### src/rtl/conv_sched_pkg.sv
// conv_sched_pkg: shared state encoding and default burst/weight sizing for conv_row_scheduler.
`timescale 1ns/1ps
`default_nettype none

package conv_sched_pkg;

  typedef enum logic [2:0] {
    IDLE     = 3'd0,
    WLOAD    = 3'd1,
    WAIT_ROW = 3'd2,
    BURST    = 3'd3,
    GAP      = 3'd4,
    DONE     = 3'd5
  } state_t;

  // Smallest multiple of y that is >= x.
  function automatic int ceil_mul(input int x, input int y);
    return ((x + y - 1) / y) * y;
  endfunction

  localparam int DEF_N    = 5;
  localparam int DEF_HOUT = 44;
  localparam int DEF_WH   = 3;
  localparam int DEF_IW   = 2;
  localparam int DEF_WW   = 11;
  localparam int DEF_K    = 3;

  localparam int DEF_NEXT_N_UP    = ceil_mul(DEF_N, DEF_WH * DEF_IW);
  localparam int DEF_BURST_LEN    = DEF_NEXT_N_UP * DEF_HOUT / (DEF_WH * DEF_IW);
  localparam int DEF_WEIGHT_WORDS = DEF_K * DEF_K * DEF_WW * DEF_WH;

endpackage

`default_nettype wire

### src/rtl/sched_down_counter.sv
// sched_down_counter: loadable down-counter with synchronous clear and a zero flag.
`timescale 1ns/1ps
`default_nettype none

module sched_down_counter #(
  parameter int WIDTH = 16
) (
  input  logic             clk_i,
  input  logic             rstn_i,
  input  logic             clr_i,
  input  logic             load_i,
  input  logic [WIDTH-1:0] load_val_i,
  input  logic             dec_i,
  output logic             zero_o
);

  logic [WIDTH-1:0] cnt_q, cnt_d;

  always_comb begin
    cnt_d = cnt_q;
    if (clr_i) begin
      cnt_d = '0;
    end else if (load_i) begin
      cnt_d = load_val_i;
    end else if (dec_i && (cnt_q != '0)) begin
      cnt_d = cnt_q - 1'b1;
    end
  end

  always_ff @(posedge clk_i or negedge rstn_i) begin
    if (!rstn_i) begin
      cnt_q <= '0;
    end else begin
      cnt_q <= cnt_d;
    end
  end

  assign zero_o = (cnt_q == '0);

endmodule

`default_nettype wire

### src/rtl/conv_row_scheduler.sv
// conv_row_scheduler: weight preload, then fixed-length row-read bursts into the PE array.
// Define SCHED_STALL_EN to pause a burst while any row FIFO reports prog_empty.
`timescale 1ns/1ps
`default_nettype none

module conv_row_scheduler
  import conv_sched_pkg::*;
#(
  parameter int WH           = 3,
  parameter int BURST_LEN    = DEF_BURST_LEN,
  parameter int WEIGHT_WORDS = DEF_WEIGHT_WORDS,
  parameter int ROWS         = 25,
  parameter int GAP          = 2,
  parameter int ROW_WIDTH    = 10,
  parameter int CNT_WIDTH    = 16
) (
  input  logic                 clk_i,
  input  logic                 rstn_i,
  input  logic                 start_i,
  input  logic                 abort_i,
  input  logic                 weight_wr_i,
  input  logic [WH-1:0]        prog_empty_i,
  output logic [WH-1:0]        fifo_rden_o,
  output logic                 pe_ready_o,
  output logic [ROW_WIDTH-1:0] row_cnt_o,
  output logic                 busy_o,
  output logic                 done_o
);

  localparam logic [CNT_WIDTH-1:0] BURST_LOAD  = CNT_WIDTH'(BURST_LEN - 1);
  localparam logic [CNT_WIDTH-1:0] GAP_LOAD    = CNT_WIDTH'((GAP > 0) ? GAP - 1 : 0);
  localparam logic [CNT_WIDTH-1:0] WEIGHT_LAST = CNT_WIDTH'(WEIGHT_WORDS - 1);
  localparam logic [CNT_WIDTH-1:0] WEIGHT_FULL = CNT_WIDTH'(WEIGHT_WORDS);
  localparam logic [ROW_WIDTH-1:0] ROW_LAST    = ROW_WIDTH'(ROWS - 1);

  state_t                 state_q, state_d;
  logic [CNT_WIDTH-1:0]   wcnt_q, wcnt_d;
  logic [ROW_WIDTH-1:0]   row_q, row_d;
  logic                   rden_q, rden_d;
  logic                   done_q, done_d;
  logic                   busy_q, busy_d;
  logic                   data_valid;
  logic                   burst_load, burst_dec, burst_zero;
  logic                   gap_load, gap_dec, gap_zero;

  assign data_valid = ~(|prog_empty_i);

  // Burst counter holds the reads still to be scheduled after the current one.
  sched_down_counter #(.WIDTH(CNT_WIDTH)) u_burst_cnt (
    .clk_i      (clk_i),
    .rstn_i     (rstn_i),
    .clr_i      (abort_i),
    .load_i     (burst_load),
    .load_val_i (BURST_LOAD),
    .dec_i      (burst_dec),
    .zero_o     (burst_zero)
  );

  sched_down_counter #(.WIDTH(CNT_WIDTH)) u_gap_cnt (
    .clk_i      (clk_i),
    .rstn_i     (rstn_i),
    .clr_i      (abort_i),
    .load_i     (gap_load),
    .load_val_i (GAP_LOAD),
    .dec_i      (gap_dec),
    .zero_o     (gap_zero)
  );

  always_comb begin
    state_d    = state_q;
    wcnt_d     = wcnt_q;
    row_d      = row_q;
    rden_d     = 1'b0;
    done_d     = 1'b0;
    burst_load = 1'b0;
    burst_dec  = 1'b0;
    gap_load   = 1'b0;
    gap_dec    = 1'b0;

    case (state_q)
      IDLE: begin
        if (start_i) begin
          state_d = WLOAD;
          row_d   = '0;
          wcnt_d  = '0;
        end
      end
      WLOAD: begin
        if (weight_wr_i) begin
          wcnt_d = (wcnt_q == WEIGHT_FULL) ? wcnt_q : wcnt_q + 1'b1;
          if (wcnt_q == WEIGHT_LAST) begin
            state_d = WAIT_ROW;
          end
        end
      end
      WAIT_ROW: begin
        if (data_valid) begin
          state_d    = BURST;
          rden_d     = 1'b1;
          burst_load = 1'b1;
        end
      end
      BURST: begin
        if (burst_zero) begin
          row_d = row_q + 1'b1;
          if (row_q == ROW_LAST) begin
            state_d = DONE;
            done_d  = 1'b1;
          end else if (GAP == 0) begin
            state_d = WAIT_ROW;
          end else begin
            state_d  = conv_sched_pkg::GAP;
            gap_load = 1'b1;
          end
        end else begin
`ifdef SCHED_STALL_EN
          rden_d = data_valid;
`else
          rden_d = 1'b1;
`endif
          burst_dec = rden_d;
        end
      end
      conv_sched_pkg::GAP: begin
        // The last gap cycle doubles as the valid-sampling cycle, so the
        // idle stretch between bursts is exactly GAP cycles when data is ready.
        if (gap_zero) begin
          if (data_valid) begin
            state_d    = BURST;
            rden_d     = 1'b1;
            burst_load = 1'b1;
          end else begin
            state_d = WAIT_ROW;
          end
        end else begin
          gap_dec = 1'b1;
        end
      end
      DONE: begin
        state_d = IDLE;
      end
      default: begin
        state_d = IDLE;
      end
    endcase

    if (abort_i) begin
      state_d    = IDLE;
      wcnt_d     = '0;
      row_d      = '0;
      rden_d     = 1'b0;
      done_d     = 1'b0;
      burst_load = 1'b0;
      burst_dec  = 1'b0;
      gap_load   = 1'b0;
      gap_dec    = 1'b0;
    end

    busy_d = (state_d != IDLE);
  end

  always_ff @(posedge clk_i or negedge rstn_i) begin
    if (!rstn_i) begin
      state_q <= IDLE;
      wcnt_q  <= '0;
      row_q   <= '0;
      rden_q  <= 1'b0;
      done_q  <= 1'b0;
      busy_q  <= 1'b0;
    end else begin
      state_q <= state_d;
      wcnt_q  <= wcnt_d;
      row_q   <= row_d;
      rden_q  <= rden_d;
      done_q  <= done_d;
      busy_q  <= busy_d;
    end
  end

  assign fifo_rden_o = {WH{rden_q}};
  assign pe_ready_o  = rden_q;
  assign row_cnt_o   = row_q;
  assign busy_o      = busy_q;
  assign done_o      = done_q;

endmodule

`default_nettype wire

### config.mk
export PLATFORM = sky130hd
export DESIGN_NAME = conv_row_scheduler
export DESIGN_NICKNAME = d
export VERILOG_FILES = /design/src/rtl/conv_sched_pkg.sv /design/src/rtl/sched_down_counter.sv /design/src/rtl/conv_row_scheduler.sv
export SDC_FILE = /design/constraint.sdc
export NUM_CORES = 1
export LEC_CHECK = 0
export ABC_AREA = 1
export BUFFER_PORTS_ARGS = -buffer_cell sky130_fd_sc_hd__buf_2
export CORE_MARGIN = 2
export CORE_UTILIZATION = 55
export CTS_CLUSTER_SIZE = 25
export DETAILED_ROUTE_END_ITERATION = 12
export PLACE_DENSITY = 0.76
export SYNTH_ARGS = -nofsm -noshare
export SYNTH_HDL_FRONTEND = slang
export SYNTH_SLANG_ARGS = --single-unit
### constraint.sdc
create_clock -name clk_i -period 1.72 [get_ports clk_i]
set_input_delay 0.258 -clock clk_i [delete_from_list [all_inputs] [get_ports clk_i]]
set_output_delay 0.258 -clock clk_i [all_outputs]
set_load 0.01 [all_outputs]
After elaboration in Yosys (flattened, before gate mapping)
Cells that the tools add are included.

storage, ports and cells
  flip-flop bits (word level) = 64
  bits of input ports = 8
  output and inout port bits = 16
  logic and storage cells = 83

cells by class
  add/sub/neg operators = 4
  equality and inequality tests = 11
  mux-type cells = 45
  reduce and logical (&&, ||, !) cells = 15

operators by type and width
  kind                   number
  $mux 16                10
  $eq 16x9->1 const B    2
  $logic_not 16->1       2
  $pmux 16 s2            1
  $reduce_bool 16->1     2
  $sub 16x1->16 const B  2
  $mux 10                3
  $mux 3                 7
  $mux 1                 20
  $pmux 10 s2            1
  $add 16x1->16 const B  1
  $pmux 3 s5             1
  $reduce_bool 3->1      5
  $ne 3x3->1 const B     4
  $add 10x1->10 const B  1
  $eq 10x5->1 const B    1
  $eq 3x2->1 const B     2
  $reduce_and 4->1       1
  $eq 3x1->1 const B     1
  $eq 3x3->1 const B     1
  $logic_not 3->1        1
  $pmux 1 s3             1
  $reduce_and 3->1       1
  $reduce_or 3->1        1
  other kinds (2)        3

Logic depth before layout (Yosys ltp)
Gate-level depths: netlist of run 1.

  depth after elaboration = 8
  mapped depth = 11
  depth with buffers taken out = 11

Hierarchy
Synthesis of run 1 repeated with hierarchy kept, for this count alone.

second synthesis, totals
  cells, all modules = 714
  area, all modules = 4610.7 um^2

by module, submodules not included
  module              instances  cells an instance  area an instance (um^2)  sequential area each (um^2)
  sched_down_counter  2          197                1227.4                   400.4
  conv_row_scheduler  1          320                2155.8                   800.8

Worst setup path before layout of run 1
OpenSTA, ideal clock, no wires.

  kind = reg2reg
  start = register u_burst_cnt.cnt_q[0]
  end = register busy_q, in the netlist busy_o
  library setup time = 0.121 ns
  data arrival time = 1.501 ns
  data required time = 1.599 ns
  setup slack = 0.098 ns
  stages on the path, launching flop included = 11
  path buffers = 1
  clock period less this slack = 1.622 ns
  cell sequence = dfrtp_1 > inv_1 > ha_1 > nand2_4 > nor2_8 > nand2_4 > nand2_4 > buf_6 > nand4_1 > o21bai_1 > nand2_1

on the way
  longest elaborated chain between the ends = 5

RTL lines
  element                 line                       text
  start, declared         sched_down_counter.sv:17   logic [WIDTH-1:0] cnt_q, cnt_d;
  start signal, assigned  sched_down_counter.sv:34   cnt_q <= cnt_d;
  $logic_not 16->1        sched_down_counter.sv:38   assign zero_o = (cnt_q == '0);
  $mux 3                  conv_row_scheduler.sv:104  if (burst_zero) begin
  $pmux 3 s5              conv_row_scheduler.sv:80   case (state_q)
  $mux 3                  conv_row_scheduler.sv:147  if (abort_i) begin
  $reduce_bool 3->1       conv_row_scheduler.sv:159  busy_d = (state_d != IDLE);
  named net busy_d        conv_row_scheduler.sv:41   logic busy_q, busy_d;
  end signal, assigned    conv_row_scheduler.sv:176  busy_q <= busy_d;
  end, declared           conv_row_scheduler.sv:41

The timed path passes the listed nets, and every way through them passes these cells.
A chain may end at the register's enable or synchronous reset.

Worst setup path after layout of run 1
  start = register u_gap_cnt.cnt_q[0]
  end = register u_gap_cnt.cnt_q[8]

on the way
  longest elaborated chain between the ends = 6
  elaborated cells between the ends (all ways) = 11
  classes of those cells = 1 x add/sub; 6 x mux; 4 x reduce/logical

RTL lines
  element                                                                line
  start, declared                                                        sched_down_counter.sv:17
  start signal, assigned                                                 sched_down_counter.sv:34
  parallel branches: the longest is 6 deep, another holds $sub 16x1->16  n/a

Parallel ways; which one is timed is not known. The select of a mux whose other input is x is not followed.

==> run metrics, run 1 <==
warnings from Yosys=0; Final Hold Fails=0; largest vdd supply drop=0.0004320 V; Setup violations, final=0; crit-path cells=inv_1, buf_4, ha_1, nand2_1, buf_4, nor2_1, xor2_1, nand3_1, o21ai_1; root buf cell=clkbuf_8; RSZ-0062 raised after global routing=yes; die footprint=8697 um2; Max Clock Freq=0.5982 GHz; arrival time worst endpoint=1950 ps; synthesized instance count=just over 600; placed instance area=4767 um2; IO Port Bufs=23; Synth Area in XOR/XNOR=0.03598; largest family of logic cells by synthesized area=simple AND/OR/NAND/NOR gates; fin nets=687; top cells by area, synth=dfrtp_1, nand2_1, nor2_1; worst-margin pin slew=around 400 ps; # IOs=24; Primary FF master, synth=dfrtp_1; Core Region=slightly below 8000 um2; Synth Area in Simple Gates=0.4189; Max-Slew Margin vs Limit=0.7313; CP peak stage delay=410 ps; clock-pin slew on the worst setup and hold paths=70 ps; CP required=2000 ps; status=finished, final reports clean; register area share after synthesis=0.3655; clk_lat worst skew=~350 ps; post-synthesis cell type count=38; Syn Std Cell Area=4382 um2; Max clock buf depth=2; Die Wd=93.26 um; Worst Hold Depth=2; mux contribution to synthesized area=0; Final HPWL DP=7.751 mm; Detailed Routing Iterations Pass 1=7; Final ANT Viol Nets=0; fin crit share=0.9720; Startpoint Class=flop; Setup crit end kind=flop; CTS H-tree lvls=3; Post-synth EDFFs=0; final WL=10.89 mm; post-synth top area share=0.3655; Mean Syn Cell Area=7.148 um2; slowest stage cell, crit path=dfrtp_1; chip height=about 93 um; vias in the first global route=4060; row count=32; syn_nets=629; Clock Skews=4.052 ps; vias after detailed routing=4276; Initial Util=0.5670; fraction of layout cells with a size suffix above 1=0.2145; Static Leak=~2.7 nW; routed length per instance=~14 um; Antenna diodes=0; CTS sink cnt=64; vias per cell=5.496; critical path class=flop to flop; R2R depth=9; post-synthesis compound-gate area fraction=0.06054; fin area=5121 um2; most frequent CP cell=buf_4; DR iter-0 viols=224; global route overflow=0; initial antenna violation count=0; post-synthesis adder-cell area fraction=0.02284; routability cong.=0.9273; post-route minimum period=1672 ps; Max Cap Violations=0; async set-reset flop share out of synthesis=1.000; post-synthesis sequential element count=64; HP Class=primary input to flop; Synth area leader=dfrtp_1; Final Max Slew Viols=0; # DRC=0; CTS tree=built; Tot GR Track Use=0.2591; Design Power=0.003369 W; CTS buffer count=9; Power Dens Cells=657.8 nW/um2; most frequent cell after synthesis=nand2_1; Post-synth top cells=nand2_1, nor2_1, inv_1, nand3_1, dfrtp_1; global-route wire length before repair=18.04 mm; Crit Path Max Fanout=3; largest net degree at the start of global routing=65; area growth from synthesis to layout=16.88%
## metal layers
metal / wire [um] / global-route usage / vias up
met5: 0 / 0 / -
met4: 304 / 0.1176 / 0
met3: 534 / 0.03304 / 27
met2: 5307 / 0.4341 / 143
met1: 4744 / 0.3344 / 2011
li1: - / - / 2095
## sequential cells by signal (all words and copies together), names as in the netlist
| signal | count |
|---|---|
| done_o | 1 |
| busy_o | 1 |
| u_gap_cnt.cnt_q | 16 |
| u_burst_cnt.cnt_q | 16 |
| row_cnt_o | 10 |
| pe_ready_o | 1 |
| state_q | 3 |
| wcnt_q | 16 |
## kinds of logic after synthesis
kind of cell    after synthesis
simple gates                383
buf+inv                      96
flops                        64
compound gates               44
xor+xnor                     18
fa+ha+maj                     8
## area by class of cell
cell class | instances | area [um2]
Tap cell | 102 | 127.6
Timing Repair Buffer | 62 | 422.9
Inverter | 81 | 310.3
Clock buffer | 12 | 165.2
Fill cell | 639 | 2606
Multi-Input combinational cell | 453 | 2440
Clock inverter | 4 | 51.30
Sequential cell | 64 | 1604
## critical path: cells and delay by family (launching register included)
family          cells  cell delay [ps]
buf+inv             3              370
xor+xnor            1              160
simple gates        3              350
flops               1              410
fa+ha+maj           1              180
compound gates      1              130
## through the flow
step           hold slack [ps]  std cells  worst slack (ps)    util  TNS (ps)
4_1_cts                  170.7        773             26.96  0.6469         0
3_5_place_dp             306.7        756             8.233  0.6169         0
3_3_place_gp             303.7        756             63.09  0.6169         0
6_report                 191.5        778             48.23  0.6627         0
5_1_grt                  188.5        778            -48.88  0.6627    -242.8
2_1_floorplan           -37.59        613             97.95       -         0
## path summary, 6_finish.rpt
kind,end,slack (ps),start
min,state_q[2],190,abort_i
min in group asynchronous,u_burst_cnt.cnt_q[9],450,rstn_i
max reg2reg,u_gap_cnt.cnt_q[8],50,u_gap_cnt.cnt_q[0]
min reg2reg,u_burst_cnt.cnt_q[1],510,u_burst_cnt.cnt_q[1]
max,u_gap_cnt.cnt_q[8],50,u_gap_cnt.cnt_q[0]
max in group asynchronous,u_burst_cnt.cnt_q[10],970,rstn_i
## cells in the final DEF (no fill, tap or decap), drive strengths merged
master / n
dfrtp: 64
clkinv: 2
nor2: 101
o31ai: 2
o22ai: 1
bufinv: 1
nor3b: 5
nand3: 72
nor3: 19
clkbuf: 12
nor4: 1
and2: 2
nand4: 25
dlygate4sd3: 1
buf: 61
xor2: 15
xnor2: 3
o21bai: 2
nand2: 158
a21oi: 13
o21a: 1
ha: 8
o21ai: 25
clkinvlp: 2
inv: 80
## what timing repair did
item / CTS / global route
gates resized for setup: 1 / 26
setup buffers: 0 / 5
endpoints found under the hold margin: 64 / 0
hold buffers: 1 / 0
pin swaps: 0 / 3
setup endpoints to repair: 3 / 43
## power by group
part           switching [W]  leakage, nW  total (W)  internal (W)
Clock               0.000619        0.109    0.00141      0.000788
Combinational       0.000282         1.69   0.000431      0.000149
Sequential         0.0000123        0.886    0.00153       0.00152
Note: power is estimated with default switching activity, not from simulation.
==> run 2, diff against run 1 <==
--- a/config.mk
+++ b/config.mk
@@ -12,6 +12,7 @@
 export CTS_CLUSTER_SIZE = 25
 export DETAILED_ROUTE_END_ITERATION = 12
 export PLACE_DENSITY = 0.76
+export REMOVE_ABC_BUFFERS = 1
 export SYNTH_ARGS = -nofsm -noshare
 export SYNTH_HDL_FRONTEND = slang
 export SYNTH_SLANG_ARGS = --single-unit
==> run 2 against run 1 <==
Largest power group unchanged. Sequential share of layout area shrank 0.11 points. Maximum frequency grew 0.49%. Global-route usage fell by 0.44 points. Critical path depth is 1 lower. Die area unchanged. Wire length decreased by 2.9%. Clock-buffer cell count unchanged. Critical endpoint is now row_cnt_o[0]. Worst setup slack better by 8.2 ps. Worst hold slack improved by 18 ps. Register-to-register slack hardly changed. Highest routed layer unchanged. Sequential power hardly changed.
==> run metrics, run 2 (synthesis results as in run 1) <==
clk_lat worst skew=350 ps (about the same); slowest stage cell, crit path=dfrtp_1; Layout Utilization=0.6655 (+0.002752); die footprint=8697 um2 (unchanged); Max-Slew Margin vs Limit=0.7656 (+0.03424); Final Hold Fails=0 (unchanged); flop-to-flop setup slack=60 ps (about the same); pre-CTS WS=9.187 ps (+0.9539 ps); global route overflow=0 (unchanged); Int Power=0.002430 W (-1.1%); # DRC=0 (unchanged); critical path endpoint=row_cnt_o[0]; switching power=0.0009138 W (about the same); Seq pwr share=0.458 (+0.004); Crit Path Max Fanout=4 (+1); IO Port Bufs=23 (unchanged); RSZ-0062 raised after global routing=yes; Final ANT Viol Nets=0 (unchanged); worst-margin pin slew=351.7 ps (-48.28 ps); DR iter-0 viols=211 (-5.8%); Detailed Routing Iterations Pass 1=6 (-1); Final Max Slew Viols=0 (unchanged); Worst R2R Start=u_burst_cnt.cnt_q[5]; Cells after DPL=754 (-0.26%); CP peak stage delay=420 ps (about the same); fin nets=686 (-0.15%); Initial Util=0.5670 (unchanged); largest vdd supply drop=0.0005985 V (+39%); placed instance area=4765 um2 (about the same); Final HPWL DP=7.628 mm (-1.6%); Tot GR Track Use=0.2547 (-0.004353); biggest regs=u_burst_cnt.cnt_q x16, u_gap_cnt.cnt_q x16, wcnt_q x16; sequential cell area=1605 um2 (about the same); final WL=10.57 mm (-2.9%); CP required=1990 ps (about the same); routability cong.=0.9351 (+0.84%); Setup crit end kind=flop; CTS sink cnt=64 (unchanged); Setup violations, final=0 (unchanged); FILL cells=649 (+1.6%); R2R depth=8 (-1); status=finished, final reports clean; Multi-input gate area=2467 um2 (+1.1%); most frequent cells in the layout=nand2_1, nor2_1, inv_1; crit-path cells=nor2_1, buf_4, inv_1, nor2_1, nand2_1, nor3_1, nand3_1, a21oi_1; Clock power frac=0.410 (-0.008); global-route wire length before repair=17.89 mm (-0.84%); post-route insts no fill=777 (-0.13%); sum of negative setup slack=0 ps (unchanged); HP Class=primary input to flop; post-route minimum period=1664 ps (-8.171 ps); Clock Skews=12.18 ps (+8.131 ps); Core Region=7727 um2 (unchanged); Max Cap Violations=0 (unchanged); Static Leak=2.680 nW (about the same); root buf cell=clkbuf_8; Antenna diodes=0 (unchanged); vias in the first global route=4037 (-0.57%); fraction of layout cells with a size suffix above 1=0.2089 (-0.005608); clock-pin slew on the worst setup and hold paths=80 ps (about the same); Max clock buf depth=2 (unchanged); CTS tree=built; largest net degree at the start of global routing=65 (unchanged); Startpoint Class=flop; CTS buffer count=9 (unchanged); most common cell after layout, fill and taps aside=nand2_1; arrival time worst endpoint=1940 ps (about the same); routed length per instance=13.60 um (-2.8%); fin area=5142 um2 (+0.42%); fin crit share=0.9672 (-0.004750); vias per cell=5.476 (-0.36%); worst setup margin=56.40 ps (+8.171 ps); switching portion of total power=0.2733 (+0.002231); RR Endpoint=row_cnt_o[0]; CTS H-tree lvls=3 (unchanged); area growth from synthesis to layout=17.36%; row count=32 (unchanged); chip height=93.26 um (unchanged); critical path class=flop to flop; logic gate share of total power=0.132 (+0.004); initial antenna violation count=0 (unchanged); most frequent CP cell=nor2_1; Max Clock Freq=0.6011 GHz (+0.49%); launch point of the worst path=u_burst_cnt.cnt_q[5]; vias after detailed routing=4255 (-0.49%); # IOs=24 (unchanged); Die Wd=93.26 um (unchanged); Power Dens Cells=650.2 nW/um2 (-1.2%)
==> run 2: cell types whose count changed in the layout (fill, tap and decap cells not counted), sizes merged <==
cell      before  now
clkinvlp       2    0
buf           61   60
clkinv         2    3
inv           80   81
==> run 2: power by group through the flow <==
stage                     combinational [W]  sequential, W  clock [W]
after floorplan                    0.000226        0.00156          0
after global placement             0.000392        0.00156          0
after detailed placement           0.000400        0.00156          0
after CTS                          0.000405        0.00153    0.00140
after global routing               0.000490        0.00153    0.00145
final                              0.000440        0.00153    0.00137
==> run 2: metal layers <==
| layer | up-vias | wire [um] | part of all wire | global-route usage |
|---|---|---|---|---|
| li1 | 2093 | - | - | - |
| met1 | 2023 | 4709 | 0.45 | 0.3255 |
| met2 | 124 | 5287 | 0.50 | 0.4430 |
| met3 | 15 | 434 | 0.041 | 0.04432 |
| met4 | 0 | 138 | 0.013 | 0.07230 |
| met5 | - | 0 | 0 | 0 |
==> run 2: critical path, delay by kind of cell, from the launching register on <==
kind,cells,cell delay [ps]
compound gates,1,150
flops,1,420
buf+inv,2,180
simple gates,5,830
==> run 2: how the worst min path moves through the flow <==
| stage | slack, ps | endpoint | start | cells after the start |
|---|---|---|---|---|
| 2_1_floorplan | -40 | busy_o | rstn_i | 0 |
| 3_3_place_gp | 300 | wcnt_q[9] | rstn_i | 2 |
| 3_5_place_dp | 300 | wcnt_q[9] | rstn_i | 2 |
| 4_1_cts | 210 | state_q[2] | abort_i | 2 |
| 5_1_grt | 230 | state_q[2] | abort_i | 2 |
| 6_report | 210 | state_q[2] | abort_i | 2 |
==> run 2: area by class of cell <==
cell class / count / share of cell area
Clock buffer: 12 / 0.03017
Timing Repair Buffer: 61 / 0.08321
Inverter: 81 / 0.05961
Tap cell: 102 / 0.02482
Sequential cell: 64 / 0.3122
Multi-Input combinational cell: 453 / 0.4798
Clock inverter: 4 / 0.01022
==> run 2: per-stage QoR <==
step                hold slack [ps]  total power, W
detailed placement            302.7        0.001960
global route                  232.1        0.003473
CTS                           211.7        0.003332
global placement              300.6        0.001950
finish                        209.4        0.003343
floorplan                    -37.59        0.001790
==> run 2: timing repair <==
action / in CTS / in global routing
hold buffers: 1 / 0
pin swaps: 0 / 10
cloned: 0 / 0
endpoints found under the hold margin: 64 / 0
gates resized for setup: 0 / 29
endpoints found under the setup margin: 1 / 54
setup buffers: 0 / 6
==> run 3, diff against run 2 <==
==> constraint.sdc (replaced) <==
create_clock -name clk_i -period 1.35 [get_ports clk_i]
set_input_delay 0.2025 -clock clk_i [delete_from_list [all_inputs] [get_ports clk_i]]
set_output_delay 0.2025 -clock clk_i [all_outputs]
set_load 0.01 [all_outputs]
==> run 3 against run 2 <==
The flow now finishes with violations (DRC, setup timing). First-iteration DRC count rose to 5.6 times the previous value. Clock skew rose by 19 ps. Register-to-register slack got worse by 990 ps. Cell count rose by 18%. Total power rose by 45%. Maximum frequency fell by 27%. Non-clock buffer count rose by 136. Die area did not move. Clock-buffer cell count fell by 3. Largest power group unchanged. Highest routed layer unchanged.
==> run metrics, run 3 (synthesis results as in run 1) <==
Die Wd=93.26 um (unchanged); vias in the first global route=5453 (+35%); worst setup margin=-928.6 ps (-985.0 ps); Setup crit end kind=flop; logic gate share of total power=0.210 (+0.078); Final Max Slew Viols=0 (unchanged); DR iter-0 viols=1192 (+460%); Seq pwr share=0.404 (-0.054); chip height=93.26 um (unchanged); # IOs=24 (unchanged); vias after detailed routing=6390 (+50%); Core Region=7727 um2 (unchanged); largest net degree at the start of global routing=65 (unchanged); launch point of the worst path=u_burst_cnt.cnt_q[7]; IO Port Bufs=23 (unchanged); slowest stage cell, crit path=dfrtp_1; Detailed Routing Iterations Pass 1=13 (+7); fin crit share=1.688 (+0.7207); routed length per instance=26.33 um (+94%); WHS Endpoint=state_q[2]; area growth from synthesis to layout=60.19%; Clock power frac=0.386 (-0.024); HP Class=primary input to flop; flop-to-flop setup slack=-930 ps (-990 ps); root buf cell=clkbuf_8; global-route wire length before repair=26.07 mm (+46%); Antenna diodes=0 (unchanged); post-route minimum period=2279 ps (+615.0 ps); Worst Hold Depth=3 (+1); Static Leak=3.564 nW (+33%); Layout Utilization=0.9084 (+0.2429); violated checks=DRC, setup timing; Initial Util=0.5670 (unchanged); CTS tree=built; critical path class=flop to flop; CTS H-tree lvls=3 (unchanged); min-delay src=abort_i; Max-Slew Margin vs Limit=0.6858 (-0.07972); R2R depth=10 (+2); Tot GR Track Use=0.3893 (+0.1346); routability cong.=0.9577 (+2.4%); Final Hold Fails=0 (unchanged); Setup violations, final=65 (+65); RR Endpoint=u_burst_cnt.cnt_q[12]; initial antenna violation count=0 (unchanged); Cells after DPL=865 (+15%); switching power=0.001676 W (+83%); Max clock buf depth=2 (unchanged); final WL=24.07 mm (+130%); most frequent cells in the layout=buf_4, nand2_1, dfrtp_1; die footprint=8697 um2 (unchanged); Int Power=0.003180 W (+31%); Worst Hold Margin=258.6 ps (+49.20 ps); sum of negative setup slack=-27000 ps (-27000 ps); arrival time worst endpoint=2570 ps (+630 ps); CP required=1640 ps (-350 ps); Max Clock Freq=0.4389 GHz (-27%); row count=32 (unchanged); vias per cell=6.991 (+28%); Clock Skews=30.93 ps (+18.75 ps); Critical path buffers and inverters=2 (unchanged); Crit Path Max Fanout=2 (-2); crit-path cells=nor2_2, nand2_2, buf_4, nor2_1, nand3_1, nand2_1, nand2_1, inv_1, nand4_1, nand2_1; largest vdd supply drop=0.0006445 V (+7.7%); Final HPWL DP=9.033 mm (+18%); biggest regs=u_burst_cnt.cnt_q x16, u_gap_cnt.cnt_q x16, wcnt_q x16; clock-pin slew on the worst setup and hold paths=110 ps (+30 ps); fin nets=823 (+20%); Startpoint Class=flop; status=complete, but fails checks; Power Dens Cells=691.9 nW/um2 (+6.4%); CTS sink cnt=64 (unchanged); global route overflow=0 (unchanged); most common cell after layout, fill and taps aside=buf_4; switching portion of total power=0.3452 (+0.07187); most frequent CP cell=nand2_1; fraction of layout cells with a size suffix above 1=0.5296 (+0.3207); crit-path leading delay family=simple AND/OR/NAND/NOR gates; # DRC=38 (+38); RSZ-0062 raised after global routing=yes; CTS buffer count=9 (unchanged); Max Cap Violations=0 (unchanged); Final ANT Viol Nets=0 (unchanged); post-route insts no fill=914 (+18%); clk_lat worst skew=400 ps (+50 ps); CP peak stage delay=440 ps (+20 ps); Worst R2R Start=u_burst_cnt.cnt_q[7]; worst-margin pin slew=466.3 ps (+114.7 ps)
[run 3: power groups by stage]
stage               Clock (W)  Sequential, W  Combinational (W)
floorplan                   0        0.00199           0.000288
finish                0.00187        0.00196            0.00102
detailed placement          0        0.00199           0.000619
global route          0.00192        0.00196            0.00104
global placement            0        0.00198           0.000602
CTS                   0.00173        0.00195           0.000719
[run 3: tightest hold or removal path, cell delays in order]
cell and delay (ps):
buf_2 190, buf_4 190, a21oi_2 50
[run 3: layer usage]
layer | track usage | vias up | routed length [um]
met3 | 0.09025 | 353 | 3783
met4 | 0.2304 | 0 | 2841
met1 | 0.4389 | 2832 | 7284
met2 | 0.6691 | 845 | 10160
li1 | - | 2360 | -
met5 | 0 | - | 0
[run 3: through the flow]
| stage | instance area, um2 | total power (W) | setup WS (ps) |
|---|---|---|---|
| final | 7019 | 0.004857 | -928.6 |
| after global routing | 7019 | 0.004920 | -1101 |
| after CTS | 6329 | 0.004400 | -186.0 |
| after detailed placement | 5623 | 0.002605 | -297.7 |
| after global placement | 5623 | 0.002585 | -245.8 |
| after floorplan | 4264 | 0.002280 | -353.6 |
[run 3: cell type report]
class | instances | area (um2)
fill | 243 | 708.2
clock inverter | 7 | 71.32
sequential | 64 | 1608
multi-input combinational | 453 | 3167
timing repair inverter | 1 | 6.256
tap | 102 | 127.6
inverter | 81 | 339.1
clock buffer | 9 | 123.9
timing repair buffer | 197 | 1577
[run 3: timing repair]
| action | in CTS | in global routing |
|---|---|---|
| gates cloned | 0 | 4 |
| endpoints found under the hold margin | 64 | 0 |
| hold buffers | 1 | 0 |
| setup endpoints to repair | 64 | 64 |
| resized for setup | 116 | 146 |
| pin swaps | 44 | 51 |
| buffers inserted | 16 | 12 |
[run 3: worst max path at each step]
stage                                        to  slack, ps  depth (start not counted)
after floorplan                      wcnt_q[14]       -350                          6
after global placement             row_cnt_o[0]       -250                          8
after detailed placement    u_gap_cnt.cnt_q[10]       -300                          7
after CTS                    u_gap_cnt.cnt_q[8]       -190                          8
after global routing      u_burst_cnt.cnt_q[12]      -1100                         10
final                     u_burst_cnt.cnt_q[12]       -930                         10
